[src/rtl/pong_vga_renderer.sv]
// Pong VGA renderer: 640x480@60 Hz timing generator with per-frame snapshot of game state
// and a fixed-priority pixel colour mux; every output is registered one cycle behind the counters.
module pong_vga_renderer #(
  parameter int H_VISIBLE     = 640,
  parameter int H_FRONT       = 16,
  parameter int H_SYNC        = 96,
  parameter int H_BACK        = 48,
  parameter int V_VISIBLE     = 480,
  parameter int V_FRONT       = 10,
  parameter int V_SYNC        = 2,
  parameter int V_BACK        = 33,
  parameter int PADDLE_WIDTH  = 10,
  parameter int PADDLE_HEIGHT = 60,
  parameter int BALL_SIZE     = 10
) (
  input  logic       clk,
  input  logic       rst_n,
  input  logic [9:0] player_paddle_y,
  input  logic [9:0] opponent_paddle_y,
  input  logic [9:0] current_ball_x,
  input  logic [9:0] current_ball_y,
  input  logic [7:0] score,
  output logic       hsync,
  output logic       vsync,
  output logic [1:0] red,
  output logic [1:0] green,
  output logic [1:0] blue,
  output logic       video_active,
  output logic       frame_tick
);

  localparam int H_TOTAL = H_VISIBLE + H_FRONT + H_SYNC + H_BACK;
  localparam int V_TOTAL = V_VISIBLE + V_FRONT + V_SYNC + V_BACK;

  localparam logic [9:0]  H_LAST    = 10'(H_TOTAL - 1);
  localparam logic [9:0]  V_LAST    = 10'(V_TOTAL - 1);
  localparam logic [9:0]  V_SNAP    = 10'(V_VISIBLE);
  localparam logic [10:0] H_VIS     = 11'(H_VISIBLE);
  localparam logic [10:0] V_VIS     = 11'(V_VISIBLE);
  localparam logic [10:0] HS_START  = 11'(H_VISIBLE + H_FRONT);
  localparam logic [10:0] HS_END    = 11'(H_VISIBLE + H_FRONT + H_SYNC);
  localparam logic [10:0] VS_START  = 11'(V_VISIBLE + V_FRONT);
  localparam logic [10:0] VS_END    = 11'(V_VISIBLE + V_FRONT + V_SYNC);
  localparam logic [10:0] PAD_W     = 11'(PADDLE_WIDTH);
  localparam logic [10:0] PAD_H     = 11'(PADDLE_HEIGHT);
  localparam logic [10:0] PLY_X     = 11'(H_VISIBLE - PADDLE_WIDTH);
  localparam logic [10:0] BALL_W    = 11'(BALL_SIZE);

  logic [9:0] h_cnt_r;
  logic [9:0] v_cnt_r;
  logic [9:0] snap_player_r;
  logic [9:0] snap_opp_r;
  logic [9:0] snap_ball_x_r;
  logic [9:0] snap_ball_y_r;
  logic [7:0] snap_score_r;

  logic        snap_s;
  logic [10:0] x_s;
  logic [10:0] y_s;
  logic [10:0] opp_off_s;
  logic [10:0] ply_off_s;
  logic        visible_s;
  logic        ball_s;
  logic        opp_pad_s;
  logic        ply_pad_s;
  logic        score_row_s;
  logic        opp_score_s;
  logic        ply_score_s;
  logic        net_s;
  logic        hsync_s;
  logic        vsync_s;
  logic [5:0]  rgb_s;

  assign snap_s = (h_cnt_r == 10'd0) && (v_cnt_r == V_SNAP);

  // Pixel and line counters
  always_ff @(posedge clk or negedge rst_n) begin
    if (!rst_n) begin
      h_cnt_r <= 10'd0;
      v_cnt_r <= 10'd0;
    end else if (h_cnt_r == H_LAST) begin
      h_cnt_r <= 10'd0;
      v_cnt_r <= (v_cnt_r == V_LAST) ? 10'd0 : v_cnt_r + 10'd1;
    end else begin
      h_cnt_r <= h_cnt_r + 10'd1;
    end
  end

  // Game-state snapshot, taken once per frame at the start of vertical blanking
  always_ff @(posedge clk or negedge rst_n) begin
    if (!rst_n) begin
      snap_player_r <= 10'd210;
      snap_opp_r    <= 10'd240;
      snap_ball_x_r <= 10'd320;
      snap_ball_y_r <= 10'd240;
      snap_score_r  <= 8'd0;
    end else if (snap_s) begin
      snap_player_r <= player_paddle_y;
      snap_opp_r    <= opponent_paddle_y;
      snap_ball_x_r <= current_ball_x;
      snap_ball_y_r <= current_ball_y;
      snap_score_r  <= score;
    end
  end

  // Object hit tests; 11-bit arithmetic keeps top+size from wrapping
  always_comb begin
    x_s       = {1'b0, h_cnt_r};
    y_s       = {1'b0, v_cnt_r};
    opp_off_s = x_s - 11'd40;
    ply_off_s = x_s - 11'd360;
    visible_s = (x_s < H_VIS) && (y_s < V_VIS);
    hsync_s   = !((x_s >= HS_START) && (x_s < HS_END));
    vsync_s   = !((y_s >= VS_START) && (y_s < VS_END));
    ball_s    = (x_s >= {1'b0, snap_ball_x_r}) && (x_s < {1'b0, snap_ball_x_r} + BALL_W) &&
                (y_s >= {1'b0, snap_ball_y_r}) && (y_s < {1'b0, snap_ball_y_r} + BALL_W);
    opp_pad_s = (x_s < PAD_W) &&
                (y_s >= {1'b0, snap_opp_r}) && (y_s < {1'b0, snap_opp_r} + PAD_H);
    ply_pad_s = (x_s >= PLY_X) &&
                (y_s >= {1'b0, snap_player_r}) && (y_s < {1'b0, snap_player_r} + PAD_H);
    score_row_s = (y_s >= 11'd8) && (y_s < 11'd24);
    // Each score point is a 12-px block on a 16-px pitch
    opp_score_s = score_row_s && (x_s >= 11'd40) &&
                  (opp_off_s[10:4] < {3'b000, snap_score_r[7:4]}) && (opp_off_s[3:0] < 4'd12);
    ply_score_s = score_row_s && (x_s >= 11'd360) &&
                  (ply_off_s[10:4] < {3'b000, snap_score_r[3:0]}) && (ply_off_s[3:0] < 4'd12);
    net_s = (x_s >= 11'd318) && (x_s <= 11'd321) && !y_s[4];
  end

  // Colour priority mux, forced black outside the visible area
  always_comb begin
    rgb_s = 6'b000000;
    if (!visible_s) begin
      rgb_s = 6'b000000;
    end else if (ball_s) begin
      rgb_s = 6'b111111;
    end else if (ply_pad_s) begin
      rgb_s = 6'b001100;
    end else if (opp_pad_s) begin
      rgb_s = 6'b110000;
    end else if (opp_score_s || ply_score_s) begin
      rgb_s = 6'b111100;
    end else if (net_s) begin
      rgb_s = 6'b010101;
    end else begin
      rgb_s = 6'b000000;
    end
  end

  // Registered outputs, all aligned one cycle behind the counters
  always_ff @(posedge clk or negedge rst_n) begin
    if (!rst_n) begin
      hsync        <= 1'b1;
      vsync        <= 1'b1;
      red          <= 2'b00;
      green        <= 2'b00;
      blue         <= 2'b00;
      video_active <= 1'b0;
      frame_tick   <= 1'b0;
    end else begin
      hsync        <= hsync_s;
      vsync        <= vsync_s;
      red          <= rgb_s[5:4];
      green        <= rgb_s[3:2];
      blue         <= rgb_s[1:0];
      video_active <= visible_s;
      frame_tick   <= snap_s;
    end
  end

endmodule
[config.mk]
export PLATFORM = sky130hd
export DESIGN_NAME = pong_vga_renderer
export DESIGN_NICKNAME = d
export VERILOG_FILES = /design/src/rtl/pong_vga_renderer.sv
export SDC_FILE = /design/constraint.sdc
export NUM_CORES = 1
export LEC_CHECK = 0
export CORE_MARGIN = 5
export CORE_UTILIZATION = 58
export DETAILED_ROUTE_END_ITERATION = 7
export MAX_ROUTING_LAYER = met4
export PLACE_DENSITY = 0.81
export SYNTH_ARGS = -nofsm -noshare
export SYNTH_HDL_FRONTEND = slang
export SYNTH_SLANG_ARGS = --single-unit
[constraint.sdc]
create_clock -name clk -period 3.1 [get_ports clk]
set_input_delay 0.31 -clock clk [delete_from_list [all_inputs] [get_ports clk]]
set_output_delay 0.31 -clock clk [all_outputs]
set_load 0.05 [all_outputs]
# Word-level counts from Yosys, hierarchy flattened
# Cells that the tools add are included.
# op_classes
add_sub_neg	8
order_cmp	26
eq_ne	3
mux	8
reduce_logical	25
# ops
operator	n
less-than comparator 10 x 11 -> 1 bit	4
>= comparator 10 bit	4
>= comparator 10 x 9 -> 1 bit (second input constant)	3
2-to-1 mux 6 bit	5
adder 10 x 4 -> 11 bit (second input constant)	2
adder 10 x 6 -> 11 bit (second input constant)	2
adder 10 x 1 -> 10 bit (second input constant)	2
== test 10 bit (second input constant)	2
>= comparator 10 bit (second input constant)	2
logical AND 1 bit	20
less-than comparator 10 bit (second input constant)	2
less-than comparator 10 x 9 -> 1 bit (second input constant)	2
2-to-1 mux 10 bit	2
less-than comparator 7 x 4 -> 1 bit	2
subtractor 10 x 6 -> 11 bit (second input constant)	1
subtractor 10 x 9 -> 11 bit (second input constant)	1
== test 10 x 9 -> 1 bit (second input constant)	1
>= comparator 10 x 4 -> 1 bit (second input constant)	1
>= comparator 10 x 6 -> 1 bit (second input constant)	1
less-or-equal comparator 10 x 9 -> 1 bit (second input constant)	1
logical NOT 10 bit	1
less-than comparator 10 x 4 -> 1 bit (second input constant)	1
less-than comparator 10 x 5 -> 1 bit (second input constant)	1
less-than comparator 4 bit (second input constant)	2
3 further kinds	5
# totals
register_bits	78
inputBits	50
output_inout_bits	10
wordCells	84

# Depth between registers and ports, before layout
# Gate-level depths: netlist of run 1.
# logic_depth
word_depth	11
mapped_depth	14
depth_no_buf	13

# Worst setup path after synthesis of run 1
# Ideal clock, no wire load.
# synth_timing
path_type	flip-flop to flip-flop
startpoint	reg snap_ball_x_r[6]
endpoint	reg green[0]
arrival_time_ps	2680
required_ps	3024
setup_slack_ps	344
path_stages_with_launch	12
path_cell_list	dfstp_2 -> inv_1 -> or4_1 -> xnor2_1 -> ha_1 -> o21ai_0 -> nand2b_1 -> a21oi_1 -> a211oi_1 -> or4_4 -> and3_4 -> a21oi_2
# synth_via
elab_chain_cells	7
word_cells_on_any_way	8
classes_between	add/sub (1); order compare (2); mux (2); reduce/logical (3)
# synth_lines
element	line	rtl
from (decl)	53	logic [9:0] snap_ball_x_r;
from (signal assigned)	100	snap_ball_x_r <= current_ball_x;
adder 10 x 4 -> 11 bit	115	ball_s = (x_s >= {1'b0, snap_ball_x_r}) && (x_s < {1'b0, snap_ball_x_r} + BALL_W) &&
less-than comparator 10 x 11 -> 1 bit	115	
logical AND 1 bit (*) (2 in a row)	115	
logical AND 1 bit (*)	116	(y_s >= {1'b0, snap_ball_y_r}) && (y_s < {1'b0, snap_ball_y_r} + BALL_W);
2-to-1 mux 6 bit (*)	135	end else if (ball_s) begin
2-to-1 mux 6 bit (*)	133	if (!visible_s) begin
net rgb_s[2]	72	logic [5:0] rgb_s;
to (signal assigned)	164	green <= rgb_s[3:2];
to (decl)	26	output logic [1:0] green,
# Mark *: on every way through the listed nets, which the timed path passes. The rest lies on a longest branch.
# A chain may end at the register's enable or synchronous reset.

# Worst setup path in the final report of run 1
# layout_timing
startpoint	reg snap_player_r[2]
endpoint	reg green[0]
# layout_via
elab_chain_cells	6
word_cells_on_any_way	8
classes_between	add/sub (1); order compare (2); mux (3); reduce/logical (2)
# layout_lines
element	line	rtl
from (decl)	51	logic [9:0] snap_player_r;
from (signal assigned)	98	snap_player_r <= player_paddle_y;
adder 10 x 6 -> 11 bit or >= comparator 10 bit (tied branches)	120	(y_s >= {1'b0, snap_player_r}) && (y_s < {1'b0, snap_player_r} + PAD_H);
less-than comparator 10 x 11 -> 1 bit or logical AND 1 bit (tied branches)	120, 119	
logical AND 1 bit (*)	120	
2-to-1 mux 6 bit (*)	137	end else if (ply_pad_s) begin
2-to-1 mux 6 bit (*)	135	
2-to-1 mux 6 bit (*)	133	
net rgb_s[2]	72	
# Marked as above.

==> results of run 1 <==
-- worst max path at each step --
stage	end	slack, ns	startpoint	cells past startpoint
final	green[0]	0.14	snap_player_r[2]	13
after global routing	green[0]	-0.03	snap_player_r[2]	12
after CTS	green[0]	0.17	snap_player_r[2]	13
after detailed placement	green[0]	0.19	snap_player_r[2]	13
after global placement	green[0]	0.23	snap_ball_x_r[6]	11
after floorplan	green[0]	0.34	snap_ball_x_r[6]	11
-- flip-flops by register name (all words and copies together), names as in the netlist, 2 cells and up --
name           cells
snap_ball_x_r     10
snap_opp_r        10
snap_player_r     10
green              2
snap_score_r       8
h_cnt_r           10
red                2
v_cnt_r           10
blue               2
snap_ball_y_r     10
-- metrics by stage --
stage / util [%] / TNS (ns) / setup WS [ns]
after floorplan: - / 0 / 0.344
after detailed placement: 67.1 / 0 / 0.189
after global placement: 67.1 / 0 / 0.230
after CTS: 69.1 / 0 / 0.172
after global routing: 69.1 / -0.0290 / -0.0290
final: 69.1 / 0 / 0.139
-- area by class of cell --
cell class,instances,area share [%]
multi-input cells,483,52.2
flip-flops and latches,78,29.2
repair buffers,71,10.2
inverters,57,3.17
well taps,133,2.46
clock buffers,11,2.09
clock inverters,4,0.704
-- per-layer routing --
metal | vias to the layer above | global-route usage (%) | wire length (µm)
met5 | - | - | 0
met4 | 0 | 11.2 | 392
met3 | 34 | 4.40 | 711
met2 | 138 | 40.8 | 6680
met1 | 2312 | 30.2 | 5700
li1 | 2381 | - | -
-- cell usage after synthesis, types with 2 or more instances --
| cell | n | area [µm²] |
|---|---|---|
| nor3b_1 | 2 | 15.0 |
| or4_4 | 3 | 33.8 |
| o21a_1 | 6 | 45.0 |
| nand2_1 | 67 | 251 |
| o2111ai_1 | 2 | 17.5 |
| a22oi_1 | 3 | 22.5 |
| nand3_1 | 12 | 60.1 |
| or3_1 | 4 | 25.0 |
| o31ai_1 | 4 | 30.0 |
| dfrtp_1 | 62 | 1550 |
| nand4_1 | 7 | 43.8 |
| o22ai_1 | 4 | 25.0 |
| inv_1 | 57 | 214 |
| nand2b_1 | 8 | 50.1 |
| xor2_1 | 8 | 70.1 |
| buf_1 | 2 | 7.51 |
| a211oi_1 | 9 | 67.6 |
| or4_1 | 5 | 37.5 |
| nor3_1 | 16 | 80.1 |
| o21ai_0 | 77 | 385 |
| nor2b_1 | 5 | 31.3 |
| and3_1 | 5 | 31.3 |
| ha_1 | 93 | 1160 |
| buf_2 | 6 | 30.0 |
| nor4_1 | 3 | 18.8 |
| dfstp_2 | 16 | 420 |
| nor2_1 | 34 | 128 |
| a31oi_1 | 8 | 50.1 |
| xnor2_1 | 33 | 289 |
| clkbuf_1 | 7 | 26.3 |
| nand3b_1 | 3 | 22.5 |
| mux2_2 | 7 | 78.8 |
| buf_4 | 3 | 22.5 |
| a21o_1 | 5 | 37.5 |
| o211ai_1 | 5 | 37.5 |
| o32ai_1 | 2 | 17.5 |
| nor4_4 | 2 | 42.5 |
| a2111oi_0 | 2 | 17.5 |
| a21oi_1 | 21 | 105 |
-- cells by family after synthesis --
logic type	count (synthesis)	share of synthesized area, %
AOI/OAI and AO/OA	158	16.7
and+or+nand+nor	183	16.2
DFF	78	34.1
adders and majority gates	93	20.1
buffers and inverters	75	5.19
muxes	8	1.53
xor gates and xnor gates	41	6.20
-- worst reg2reg max path: stages, from the launching register on --
cell,delay [ns]
dfrtp_1,0.37
inv_1,0.08
ha_1,0.22
and3_1,0.20
nor3_2,0.15
xnor2_1,0.14
ha_1,0.27
nand2_1,0.10
nor2_1,0.06
a2111oi_1,0.36
a21oi_1,0.20
or4_1,0.42
and3_4,0.19
a21oi_2,0.12
-- cells in the final DEF, fill, tap and decap left out, types with 3 or more instances in the layout --
master           netlist  routed
a21o_1                 5       5
ha_1                  93      93
o211ai_1               5       5
nand3b_1               3       3
a22oi_1                3       3
dfrtp_1               62      62
mux2_2                 7       7
or4_4                  3       3
buf_4                  3      12
o21ai_0               77      77
clkbuf_8               0      10
and3_1                 5       5
inv_1                 57      57
dfstp_2               16      16
a31oi_1                8       8
nor3_1                16      15
or3_1                  4       4
xnor2_1               33      33
nor2b_1                5       5
nand2_1               67      67
o21a_1                 6       6
o31ai_1                4       4
nand3_1               12      12
a211oi_1               9       9
nand2b_1               8       8
clkdlybuf4s50_1        0      58
nand4_1                7       7
o22ai_1                4       4
or4_1                  5       5
nor4_1                 3       3
a21oi_1               21      21
nor2_1                34      34
xor2_1                 8       8
-- report_power, final --
group | total (mW) | internal [mW] | switching (mW)
Sequential | 1.02 | 1.02 | 0
Combinational | 0.0811 | 0.0535 | 0.0276
Clock | 0.768 | 0.387 | 0.381
Total | 1.87 | 1.46 | 0.409
-- what timing repair did --
item,CTS,global route
resized for setup,0,2
buffers inserted,0,0
endpoints found under the setup margin,0,2
==> impl_metrics.ini, run 1 <==
[status]
status = finished clean

[yosys]
synth-edff-count = 0
ys_seq_area_share_pct = 34.1
synth_nets = 779
async_flop_share_pct = 100
yosys_warnings = 0
syn_avg_cell_area_um2 = 9.10
ys_types = 57
synthFlopType = dfrtp_1
ys_ff_latch = 78
synthCells = 636
netlist_area_mm2 = 0.00579

[final_layout]
regArea_mm2 = 0.00197
nNetsFinal = 843
area_growth_pct = 16.7
n_fill_cell = 803
diodes = 0
drive_above_1_share_pct = 8.95
design_area_mm2 = 0.00676
multi_input_area_mm2 = 0.00352
stdcell_count = 837

[sta]
hold_viol = 0
period_needed_ns = 2.96
worst-slew-pin-transition_ns = 0.999
max_clock_freq_mhz = 338
max_slew_margin_pct = 33.4
finalCritPeriodShare_pct = 95.5
drv_slew = 0
clock_skew_ns = 0.00752
timing.hold.ws_ns = 0.108
finalSetupViolations = 0

[die]
die-area_mm2 = 0.0121
die_x_um = 110
io_pins = 60
rows = 36
initial_utilization_pct = 59.2
fp.dieH_um = 110
coreArea_mm2 = 0.00977

[clock_network]
cts_buffers = 9
cts_tree = built
ctsHoldBuffers = 0
clock_latency_ns = 0.38
h-tree-depth = 3
cts_root_buf = clkbuf_8
clk_pin_slew_ns = 0.08
cts_buffer_depth = 2
cts.sinks = 78

[critical_path]
start_kind = register
cp-end-kind = register
critPathSlowestCell = or4_1
rrSetupSlack_ns = 0.14
cp.arrival_ns = 3.26
critPathMaxFanout = 3
crit_buf_inv = 1
r2r_end = green[0]
critPathKind = reg2reg
r2r_start = snap_player_r[2]
slowest_delay_ns = 0.42
crit_top_cell = ha_1
crit_required_ns = 3.40
cp_cell_sequence = inv_1 -> ha_1 -> and3_1 -> nor3_2 -> xnor2_1 -> ha_1 -> nand2_1 -> nor2_1 -> a2111oi_1 -> a21oi_1 -> or4_1 -> and3_4 -> a21oi_2
rr_worst_depth = 13
crit_family = simple AND/OR/NAND/NOR gates

[global_route]
grt_max_degree = 79
grt_pass1_wl_um = 22800
gr-total-overflow = 0
antenna_found_initial = 0
grt.total_usage_pct = 25.0
grt_pass1_vias = 4873

[detailed_routing]
drt-initial-drc-count = 277
viasPerCell = 5.81
vias = 4865
wirelength_um = 13500
drtPass1Iterations = 4
drc = 0
wl_per_cell_um = 16.1
final_antenna_net_count = 0

[power_and_ir_drop]
total_power_mw = 1.87
power_density_mw_per_mm2 = 276
p_leak_nw = 3.28
peakVddDrop_mv = 0.194

[placement]
post_dp_cell_area_mm2 = 0.00656
dp_hpwl_um = 10200
dpl.cell_count = 822
place.gp.congestion = 0.940
portBuffers = 59

[min_path]
hp-class = in2async

[job]
cap_violations = 0
No activity file was read; power rests on OpenSTA's default activity.
==> run 2: changes to the inputs <==
RECOVER_POWER = 100   (was default)
==> impl_metrics.ini, run 2 (synthesis gave the netlist of run 1 again) <==
[sta]
setup-tns-final_ns = 0
finalSetupViolations = 0
max_clock_freq_mhz = 340
finalCritPeriodShare_pct = 94.8
clock_skew_ns = 0.00790
max_slew_margin_pct = -32.0
period_needed_ns = 2.94
drv_slew = 79
worst-slew-pin-transition_ns = 1.98
hold_viol = 0

[status]
violations = capacitance limit, slew limit
status = finished with violations

[power_and_ir_drop]
p_leak_nw = 3.27
total_power_mw = 1.86
power_density_mw_per_mm2 = 278
peakVddDrop_mv = 0.194

[global_route]
grt_pass1_vias = 4873
gr-total-overflow = 0
grt_pass1_wl_um = 22800
antenna_found_initial = 0
grt.total_usage_pct = 25.0
grt_max_degree = 79

[detailed_routing]
viasPerCell = 5.89
drtPass1Iterations = 5
vias = 4926
wirelength_um = 13500
final_antenna_net_count = 0
drt-initial-drc-count = 285
wl_per_cell_um = 16.1
drc = 0

[critical_path]
cp.arrival_ns = 3.24
crit_required_ns = 3.40
start_kind = register
critPathKind = reg2reg
cp-end-kind = register
critPathMaxFanout = 5
rrSetupSlack_ns = 0.16

[final_layout]
stdcell_count = 837
layout_common_cells = ha_1, o21ai_0, nand2_1
final_common_cell = ha_1
drive_above_1_share_pct = 8.24
n_fill_cell = 812
diodes = 0
area_growth_pct = 15.9
nNetsFinal = 843

[clock_network]
cts_root_buf = clkbuf_8
cts_buffer_depth = 2
cts_buffers = 9
ctsHoldBuffers = 0
cts_tree = built
cts.sinks = 78
clk_pin_slew_ns = 0.08
clock_latency_ns = 0.37
cts_setup_buffers = 0
h-tree-depth = 3

[die]
rows = 36
io_pins = 60
fp.dieH_um = 110
coreArea_mm2 = 0.00977
die_x_um = 110
die-area_mm2 = 0.0121
initial_utilization_pct = 59.2

[min_path]
hp-class = in2reg

[placement]
dpl.cell_count = 822
portBuffers = 59
dp_hpwl_um = 10200
place.gp.congestion = 0.940

[job]
cap_violations = 1
## run 2: cell count changes in the layout (fill, tap and decap cells not counted), moves of 2 or more
cell	previous run	this run
nor4_4	2	0
dlygate4sd3_1	0	10
clkbuf_2	0	2
buf_4	12	8
clkdlybuf4s50_1	58	48
clkbuf_1	1	3
## run 2: through the flow
| stage | setup slack (ns) | cell area (µm²) | hold WS (ns) | util (%) |
|---|---|---|---|---|
| after detailed placement | 0.189 | 6560 | 0.499 | 67.1 |
| after CTS | 0.172 | 6750 | 0.140 | 69.1 |
| after global routing | -0.0289 | 6710 | 0.467 | 68.7 |
| final | 0.162 | 6710 | 0.457 | 68.7 |
| after floorplan | 0.344 | 5790 | 0.0144 | - |
| after global placement | 0.230 | 6560 | 0.495 | 67.1 |
## run 2: where the power goes
part / switching [mW] / internal (mW) / total [mW]
registers: 0 / 1.02 / 1.02
logic: 0.0277 / 0.0531 / 0.0809
clock network: 0.378 / 0.387 / 0.764
## run 2: timing repair
action / CTS / global route
setup endpoints to repair: 0 / 2
hold endpoints to repair: 0 / 0
gates resized for setup: 0 / 2
## run 2: area by class of cell
| type | instances | area (µm²) | area share [%] |
|---|---|---|---|
| sequential | 78 | 1970 | 29.4 |
| clock inverter | 4 | 47.5 | 0.709 |
| inverter | 57 | 214 | 3.19 |
| multi-input combinational | 483 | 3490 | 52.0 |
| clock buffer | 11 | 141 | 2.11 |
| timing repair buffer | 71 | 678 | 10.1 |
| tap | 133 | 166 | 2.48 |
## run 2: worst paths after layout
path / startpoint / end / cells after the start
worst max-delay path: snap_ball_x_r[1] / green[0] / 12
max in group asynchronous: rst_n / snap_opp_r[9] / 1
worst min register to register: snap_player_r[1] / snap_player_r[1] / 2
worst max register to register: snap_ball_x_r[1] / green[0] / 12
worst min-delay path: opponent_paddle_y[4] / snap_opp_r[4] / 3
min in group asynchronous: rst_n / snap_score_r[5] / 1
## run 2: per-layer routing
layer  track usage (%)  wire length [µm]  vias to the layer above
met2              40.8              6710                      151
met5                 -                 0                        -
met3              4.40               655                       44
met4              11.2               399                        0
li1                  -                 -                     2383
met1              30.2              5740                     2348
## run 2: critical path: stages, from the launching register on
cell      delay, ns
dfrtp_1        0.40
ha_1           0.23
nor2_1         0.07
or4_1          0.42
xnor2_1        0.15
ha_1           0.27
o21ai_0        0.18
nand2b_1       0.07
a21oi_1        0.14
a211oi_1       0.06
or4_4          0.58
and3_4         0.18
a21oi_2        0.12
==> run 3: changes to the inputs <==
RECOVER_POWER = 25   (was 100)
==> impl_metrics.ini, run 3 (synthesis gave the netlist of run 1 again) <==
[sta]
max_slew_margin_pct = -31.2
drv_slew = 79
timing.hold.ws_ns = 0.451
worst-slew-pin-transition_ns = 1.97
setup-tns-final_ns = 0
max_clock_freq_mhz = 338
period_needed_ns = 2.96
setup_slack_ns = 0.139
hold_viol = 0
finalCritPeriodShare_pct = 95.5
clock_skew_ns = 0.00752
finalSetupViolations = 0

[critical_path]
rr_worst_depth = 13
r2r_end = green[0]
rrSetupSlack_ns = 0.14
critPathKind = reg2reg
start_kind = register
critPathMaxFanout = 3
r2r_start = snap_player_r[2]
crit_required_ns = 3.40
cp.arrival_ns = 3.26
cp-end-kind = register

[detailed_routing]
drtPass1Iterations = 4
final_antenna_net_count = 0
drc = 0
wl_per_cell_um = 16.1
vias = 4865
drt-initial-drc-count = 277
viasPerCell = 5.81
wirelength_um = 13500

[status]
status = finished with violations
violations = capacitance limit, slew limit

[global_route]
grt_pass1_wl_um = 22800
grt.total_usage_pct = 25.0
met3_usage_pct = 4.40
grt_max_degree = 79
busiest_layer = met2
grt_pass1_vias = 4873
grt.met1_usage_pct = 30.2
gr-usage-met2_pct = 40.8
antenna_found_initial = 0
gr-total-overflow = 0

[clock_network]
clock_latency_ns = 0.38
ctsHoldBuffers = 0
cts_root_buf = clkbuf_8
clk_pin_slew_ns = 0.08
cts_setup_buffers = 0
h-tree-depth = 3
cts.sinks = 78
cts_tree = built
cts_buffers = 9
cts_resized = 0
cts_buffer_depth = 2

[die]
die_x_um = 110
coreArea_mm2 = 0.00977
initial_utilization_pct = 59.2
die-area_mm2 = 0.0121
fp.dieH_um = 110
io_pins = 60
rows = 36

[power_and_ir_drop]
peakVddDrop_mv = 0.194
p_int_mw = 1.46
p_leak_nw = 3.28
pwr-share-comb_pct = 4.3
p_sw_share_pct = 21.9
p_seq_share_pct = 54.5
switching_power_mw = 0.409
clkPwrFrac_pct = 41.2
power_density_mw_per_mm2 = 276

[final_layout]
n_fill_cell = 802
area_growth_pct = 16.6
diodes = 0
multi_input_area_mm2 = 0.00352
final_common_cell = ha_1
nNetsFinal = 843
regArea_mm2 = 0.00197
drive_above_1_share_pct = 8.95
layout_common_cells = ha_1, o21ai_0, nand2_1

[min_path]
hp-class = in2reg
min_path_cells = 3
min_to = snap_opp_r[4]
worstHoldStart = opponent_paddle_y[4]

[placement]
dp_hpwl_um = 10200
portBuffers = 59
place_ws_ns = 0.189
place.gp.congestion = 0.940

[job]
cap_violations = 1
-- run 3: worst max-delay path by stage --
stage / start / end / slack (ns) / depth (start not counted)
floorplan: snap_ball_x_r[6] / green[0] / 0.34 / 11
global placement: snap_ball_x_r[6] / green[0] / 0.23 / 11
detailed placement: snap_player_r[2] / green[0] / 0.19 / 13
CTS: snap_player_r[2] / green[0] / 0.17 / 13
global route: snap_player_r[2] / green[0] / -0.03 / 12
finish: snap_player_r[2] / green[0] / 0.14 / 13
-- run 3: area by class of cell --
type	instances	area share [%]
clock buffers	11	2.09
clock inverters	4	0.704
inverters	57	3.17
multi-input cells	483	52.2
flip-flops and latches	78	29.2
well taps	133	2.46
repair buffers	71	10.2
-- run 3: per-layer routing --
metal / vias up / part of all wire (%)
li1: 2381 / -
met1: 2312 / 42
met2: 138 / 50
met3: 34 / 5.3
met4: 0 / 2.9
met5: - / 0
-- run 3: per-stage QoR --
stage	util, %	instances	area, µm²	power [mW]
6_report	69.1	837	6750	1.87
5_1_grt	69.1	837	6750	1.94
4_1_cts	69.1	837	6750	1.88
3_5_place_dp	67.1	822	6560	1.12
3_3_place_gp	67.1	822	6560	1.12
2_1_floorplan	-	636	5790	1.04
-- run 3: power by group through the flow --
stage / logic (mW) / registers (mW) / clock network [mW]
finish: 0.0808 / 1.02 / 0.768
global route: 0.0879 / 1.02 / 0.832
CTS: 0.0834 / 1.02 / 0.783
detailed placement: 0.0832 / 1.04 / 0
global placement: 0.0814 / 1.04 / 0
floorplan: 0.000667 / 1.04 / 0
-- run 3: critical path, stage by stage (launching register included) --
cell	delay, ns
dfrtp_1	0.37
inv_1	0.08
ha_1	0.22
and3_1	0.20
nor3_2	0.15
xnor2_1	0.14
ha_1	0.27
nand2_1	0.10
nor2_1	0.05
a2111oi_1	0.36
a21oi_1	0.20
or4_1	0.42
and3_4	0.19
a21oi_2	0.12
